[config.mk]
export PLATFORM = sky130hd
export DESIGN_NAME = lz77_stream_encoder
export DESIGN_NICKNAME = d
export VERILOG_FILES = /design/src/rtl/lz77_stream_encoder.sv
export SDC_FILE = /design/constraint.sdc
export NUM_CORES = 1
export LEC_CHECK = 0
export CORE_UTILIZATION = 47
export CTS_BUF_LIST = sky130_fd_sc_hd__clkbuf_16
export DETAILED_ROUTE_END_ITERATION = 8
export PLACE_DENSITY = 0.64
export SYNTH_ARGS = -nofsm -noshare
export SYNTH_HDL_FRONTEND = slang
export SYNTH_SLANG_ARGS = --single-unit
[constraint.sdc]
create_clock -name clk -period 14.8 [get_ports clk]
set_clock_uncertainty 0.05 [all_clocks]
set_input_delay 2.22 -clock clk [delete_from_list [all_inputs] [get_ports clk]]
set_output_delay 2.22 -clock clk [all_outputs]
set_load 0.02 [all_outputs]
[src/rtl/lz77_stream_encoder.sv]
// lz77_stream_encoder
// Streaming LZ77 encoder. Characters arrive one per accepted beat. Each
// token (offset, match_len, char_nxt) is emitted over a valid/ready output.
// The search buffer and the look-ahead buffer form one contiguous array, so a
// match is allowed to run from the search buffer into the look-ahead.
//
// Ports:
//   clk, reset               clock, synchronous active-high reset
//   in_valid/in_ready        input character handshake
//   in_data, in_last         character and end-of-stream marker
//   out_valid/out_ready      token handshake
//   out_offset               SEARCH_LEN-1 minus the matched search index
//   out_match_len            match length, 0..LOOK_LEN-1
//   out_char_nxt, out_last   character after the match, final-token flag
//   finish                   level, stream fully encoded
//
// Build option: LZ77_END_CHAR_EN. When it is defined, an accepted FILL_CHAR
// also terminates the stream, for legacy '$'-terminated images.
//
// state | meaning
// FILL  | load look-ahead until full or last character seen
// SCAN  | evaluate one search index per cycle, keep the best match
// EMIT  | present the registered token until out_ready
// SHIFT | slide the window best_len+1 places, pulling input if any remains
// DONE  | stream finished, hold until reset
module lz77_stream_encoder #(
    parameter int              CHAR_W     = 8,
    parameter int              SEARCH_LEN = 9,
    parameter int              LOOK_LEN   = 8,
    parameter int              OFF_W      = $clog2(SEARCH_LEN),
    parameter int              LEN_W      = $clog2(LOOK_LEN),
    parameter logic [CHAR_W-1:0] FILL_CHAR = 8'h24
) (
    input  logic              clk,
    input  logic              reset,
    input  logic              in_valid,
    output logic              in_ready,
    input  logic [CHAR_W-1:0] in_data,
    input  logic              in_last,
    output logic              out_valid,
    input  logic              out_ready,
    output logic [OFF_W-1:0]  out_offset,
    output logic [LEN_W-1:0]  out_match_len,
    output logic [CHAR_W-1:0] out_char_nxt,
    output logic              out_last,
    output logic              finish
);

    localparam int N     = SEARCH_LEN + LOOK_LEN;
    localparam int IDX_W = $clog2(N);
    localparam int CNT_W = $clog2(LOOK_LEN + 1);

    typedef enum logic [2:0] {FILL, SCAN, EMIT, SHIFT, DONE} state_t;

    state_t             state;
    logic [CHAR_W-1:0]  arr [N];
    logic [CNT_W-1:0]   look_cnt;
    logic               last_seen;
    logic [OFF_W-1:0]   scan_idx;
    logic [OFF_W-1:0]   best_off;
    logic [LEN_W-1:0]   best_len;
    logic [LEN_W:0]     shift_left;

    logic [LEN_W-1:0]   cand_len;
    logic [LEN_W-1:0]   nb_len;
    logic [OFF_W-1:0]   nb_off;
    logic               run;
    logic               accept;
    logic               last_beat;

    assign accept = in_valid && in_ready;

`ifdef LZ77_END_CHAR_EN
    assign last_beat = in_last || (in_data == FILL_CHAR);
`else
    assign last_beat = in_last;
`endif

    // Match length of the current candidate, capped at look_cnt-1 so that
    // a following character always exists. Strict '>' keeps the earliest
    // index (largest offset) on ties.
    always_comb begin
        cand_len = '0;
        run      = 1'b1;
        for (int k = 0; k < LOOK_LEN - 1; k++) begin
            if (run && (k < int'(look_cnt) - 1) &&
                (arr[IDX_W'(scan_idx) + IDX_W'(k)] == arr[IDX_W'(SEARCH_LEN) + IDX_W'(k)]))
                cand_len = cand_len + LEN_W'(1);
            else
                run = 1'b0;
        end
        nb_len = best_len;
        nb_off = best_off;
        if (cand_len > best_len) begin
            nb_len = cand_len;
            nb_off = OFF_W'(SEARCH_LEN - 1) - scan_idx;
        end
    end

    always_ff @(posedge clk) begin
        if (reset) begin
            state         <= FILL;
            for (int j = 0; j < N; j++) arr[j] <= FILL_CHAR;
            look_cnt      <= '0;
            last_seen     <= 1'b0;
            scan_idx      <= '0;
            best_off      <= '0;
            best_len      <= '0;
            shift_left    <= '0;
            in_ready      <= 1'b0;
            out_valid     <= 1'b0;
            out_offset    <= '0;
            out_match_len <= '0;
            out_char_nxt  <= '0;
            out_last      <= 1'b0;
            finish        <= 1'b0;
        end else begin
            case (state)
                FILL: begin
                    in_ready <= 1'b1;
                    if (accept) begin
                        arr[IDX_W'(SEARCH_LEN) + IDX_W'(look_cnt)] <= in_data;
                        look_cnt <= look_cnt + CNT_W'(1);
                        if (last_beat) last_seen <= 1'b1;
                        if (last_beat || look_cnt == CNT_W'(LOOK_LEN - 1)) begin
                            in_ready <= 1'b0;
                            scan_idx <= '0;
                            state    <= SCAN;
                        end
                    end
                end
                SCAN: begin
                    best_len <= nb_len;
                    best_off <= nb_off;
                    if (scan_idx == OFF_W'(SEARCH_LEN - 1)) begin
                        out_valid     <= 1'b1;
                        out_offset    <= nb_off;
                        out_match_len <= nb_len;
                        out_char_nxt  <= arr[IDX_W'(SEARCH_LEN) + IDX_W'(nb_len)];
                        out_last      <= last_seen && (int'(look_cnt) == int'(nb_len) + 1);
                        state         <= EMIT;
                    end else begin
                        scan_idx <= scan_idx + OFF_W'(1);
                    end
                end
                EMIT: begin
                    if (out_ready) begin
                        out_valid     <= 1'b0;
                        out_offset    <= '0;
                        out_match_len <= '0;
                        out_char_nxt  <= '0;
                        out_last      <= 1'b0;
                        if (out_last) begin
                            finish <= 1'b1;
                            state  <= DONE;
                        end else begin
                            shift_left <= {1'b0, best_len} + (LEN_W + 1)'(1);
                            in_ready   <= !last_seen;
                            state      <= SHIFT;
                        end
                    end
                end
                SHIFT: begin
                    // Once the last character is in, the tail drains without input.
                    if (last_seen || accept) begin
                        for (int j = 0; j < N - 1; j++) arr[j] <= arr[j+1];
                        arr[N-1] <= last_seen ? FILL_CHAR : in_data;
                        if (last_seen) begin
                            look_cnt <= look_cnt - CNT_W'(1);
                        end else if (last_beat) begin
                            last_seen <= 1'b1;
                            in_ready  <= 1'b0;
                        end
                        shift_left <= shift_left - (LEN_W + 1)'(1);
                        if (shift_left == (LEN_W + 1)'(1)) begin
                            in_ready <= 1'b0;
                            scan_idx <= '0;
                            best_len <= '0;
                            best_off <= '0;
                            state    <= SCAN;
                        end
                    end
                end
                DONE: begin
                    in_ready <= 1'b0;
                end
                default: state <= FILL;
            endcase
        end
    end

endmodule

==> reports/qor.txt <==
Fill cells = 5157
FMAX = 72.98 MHz
GPL Wtd Cong = 1.029
CTS root buffer = clkbuf_16
synthesized area = 0.02858 mm²
setup tns final = 0 ns
Peak VDD IR = 0.00006784 V
critical path class = reg -> reg
Worst Setup SP = scan_idx[0]$_SDFFE_PP0P_
ys async rst share = 0%
ranking of synthesized cells by area = mux4_2, edfxtp_1, mux2i_1
status = finished clean
Vias/cell = 7.732
WL final = 124300 µm
Yosys reg bits = 302
Synth top cells by count = mux4_2, nand2_1, mux2i_1, edfxtp_1, nor2_1
Final Util = 50.88%
CP arrival = 14.17 ns
Register-to-Register Path Depth = 42
CP max FO = 65
slowest CP cell = ha_1
crit share post-route = 92.59%
CP endpoint kind = flop
Seq/Total Area, Yosys = 30.12%
hold_buf cts = 0
GR Overflow Total = 0
layout cell share with drive strength beyond 1 = 23.75%
cell with the most instances after synthesis = mux4_2
antenna violations before repair = 5
placed cell count = 3139
number of synthesized flops with an enable pin = 256
Die X-Extent = 248.6 µm
PostCTS Resize Cnt = 0
initial drt markers = 4187
Area Overhead vs Synth = 7.250%
worst reg2reg path startpoint = scan_idx[0]$_SDFFE_PP0P_
CTS tree = built
slowest stage delay, CP = 0.83 ns
top cell type's share of synthesized area = 27.66%
footprint of the multi-input gates = 0.01877 mm²
leakage power total = 9.479 nW
CTS Buf Count = 38
CTS Sinks = 302
yosys warns = 0
reg2reg end = out_char_nxt[6]$_SDFFE_PP0P_
Initial Util = 47.44%
Max Cap Violations = 0
DP HPWL = 90740 µm
Core ar. = 0.06025 mm²
pin count of the biggest net entering global routing = 103
Final nets = 2439
first-pass GRT wire length = 176600 µm
first-pass detailed-route iteration total = 8
vias in the first global route = 23040
Pwr per Cell Area = 101.2 mW/mm²
relative slew slack = 13.09%
crit path time final = 13.70 ns
# diodes = 0
worst min-delay path class = reg -> reg
Die Y = 248.6 µm
IO buf count = 31
Reg area = 0.008621 mm²
Synth cell types = 87
WP data required = 15.27 ns
Clock Tree Buf Depth = 3
Final Slew Violations = 0
r2r setup slk = 1.10 ns
DR WL/cell = 38.76 µm
# DRC = 0
row cnt = 90
Worst-Skew Late Latency = 0.58 ns
Mapped Avg Cell Area = 11.34 µm²
Critical Path Sink = out_char_nxt[6]$_SDFFE_PP0P_
Synth Instances = 2521
die area = 0.06180 mm²
H-tree depth = 2
final setup fails = 0
Fin. Hold Viols = 0
unrepaired setup endpoints after global routing = false
# Post-CTS Setup Buffers = 0
io pins = 32
crit path launch type = flop
critical path's most frequent cell = ha_1
GR Util All Layers = 39.81%
Via Count = 24800
Layout Cells excl Fill = 3207
Worst-path clk slew = 0.06 ns
Tightest Pin Transition = 1.298 ns
antenna viol nets, final = 0
ys flop type = edfxtp_1
largest area contributor in the netlist = mux4_2
flip-flops by register name, summed over array words and instances (netlist names), named ones only:
signal	count
arr	256
best_len	3
best_off	4
finish	1
in_ready	1
last_seen	1
look_cnt	4
out_char_nxt	8
out_last	1
out_match_len	3
out_offset	4
out_valid	1
scan_idx	4
shift_left	4
state	3
where the power goes:
group	leakage (nW)	switching [W]	internal [W]
Sequential	2.74	0.000110	0.000955
Combinational	6.10	0.000633	0.000462
Clock	0.631	0.000403	0.000538
cell families after synthesis:
family / Yosys count / share of synthesized area, %
and+or+nand+nor: 740 / 12.29
xor gates and xnor gates: 88 / 2.776
buffers and inverters: 312 / 4.960
AOI/OAI and AO/OA: 404 / 10.45
DFF: 302 / 30.12
muxes: 645 / 38.10
adders and majority gates: 29 / 1.296
other: 1 / 0.01312
worst min path at each step:
stage                                        start                        to  slack (ns)  depth (start not counted)
final                       out_valid$_SDFFE_PP0P_    out_valid$_SDFFE_PP0P_        0.42                          2
after global routing        out_valid$_SDFFE_PP0P_    out_valid$_SDFFE_PP0P_        0.46                          2
after CTS                   out_valid$_SDFFE_PP0P_    out_valid$_SDFFE_PP0P_        0.42                          2
after detailed placement    out_valid$_SDFFE_PP0P_    out_valid$_SDFFE_PP0P_        0.40                          2
after global placement      out_valid$_SDFFE_PP0P_    out_valid$_SDFFE_PP0P_        0.41                          2
after floorplan           best_off[0]$_SDFFE_PP0P_  best_off[0]$_SDFFE_PP0P_        0.40                          2
metrics by stage:
step / setup WS, ns / power (W) / hold slack [ns] / area (µm²)
floorplan: 0.6379 / 0.001803 / 0.4037 / 28610
global placement: 1.790 / 0.002110 / 0.4082 / 29420
detailed placement: 1.478 / 0.002130 / 0.4049 / 29420
CTS: 1.424 / 0.003059 / 0.4238 / 30650
global route: 0.3243 / 0.003179 / 0.4606 / 30650
finish: 1.097 / 0.003101 / 0.4202 / 30650
placed cells by master (no fill, tap or decap), drive strengths merged, types with 52 or more instances in the layout:
cell type / n
nor2: 145
nand2: 271
xnor2: 53
a22o: 68
nand3: 95
edfxtp: 256
mux2i: 261
a21oi: 60
mux4: 351
buf: 78
and2: 53
a22oi: 52
per-layer routing:
metal  share of wire (%)  up-vias  routed length, µm  GRT usage [%]
met1                  38    12500              46970          55.30
met5               0.024        -                 30              0
met4                 5.4        4               6738          17.55
li1                    -     9711                  -              -
met3                  16      364              19520          14.95
met2                  41     2221              51050          55.18
area by class of cell:
cell class	count	share of cell area, %
Timing Repair Buffer	109	3.045
Multi-Input combinational cell	1914	61.23
Sequential cell	302	28.12
Inverter	32	0.3919
Clock inverter	29	0.8286
Tap cell	782	3.192
Clock buffer	39	3.184
worst max-delay path, delay by kind of cell, from the launching register on:
| family | cells | cell delay (ns) |
|---|---|---|
| fa+ha+maj | 9 | 3.30 |
| simple gates | 8 | 2.87 |
| mux | 8 | 2.61 |
| compound gates | 8 | 1.78 |
| buf+inv | 6 | 1.33 |
| flops | 1 | 0.78 |
| xor+xnor | 3 | 0.70 |
(Power assumes the default switching activity.)
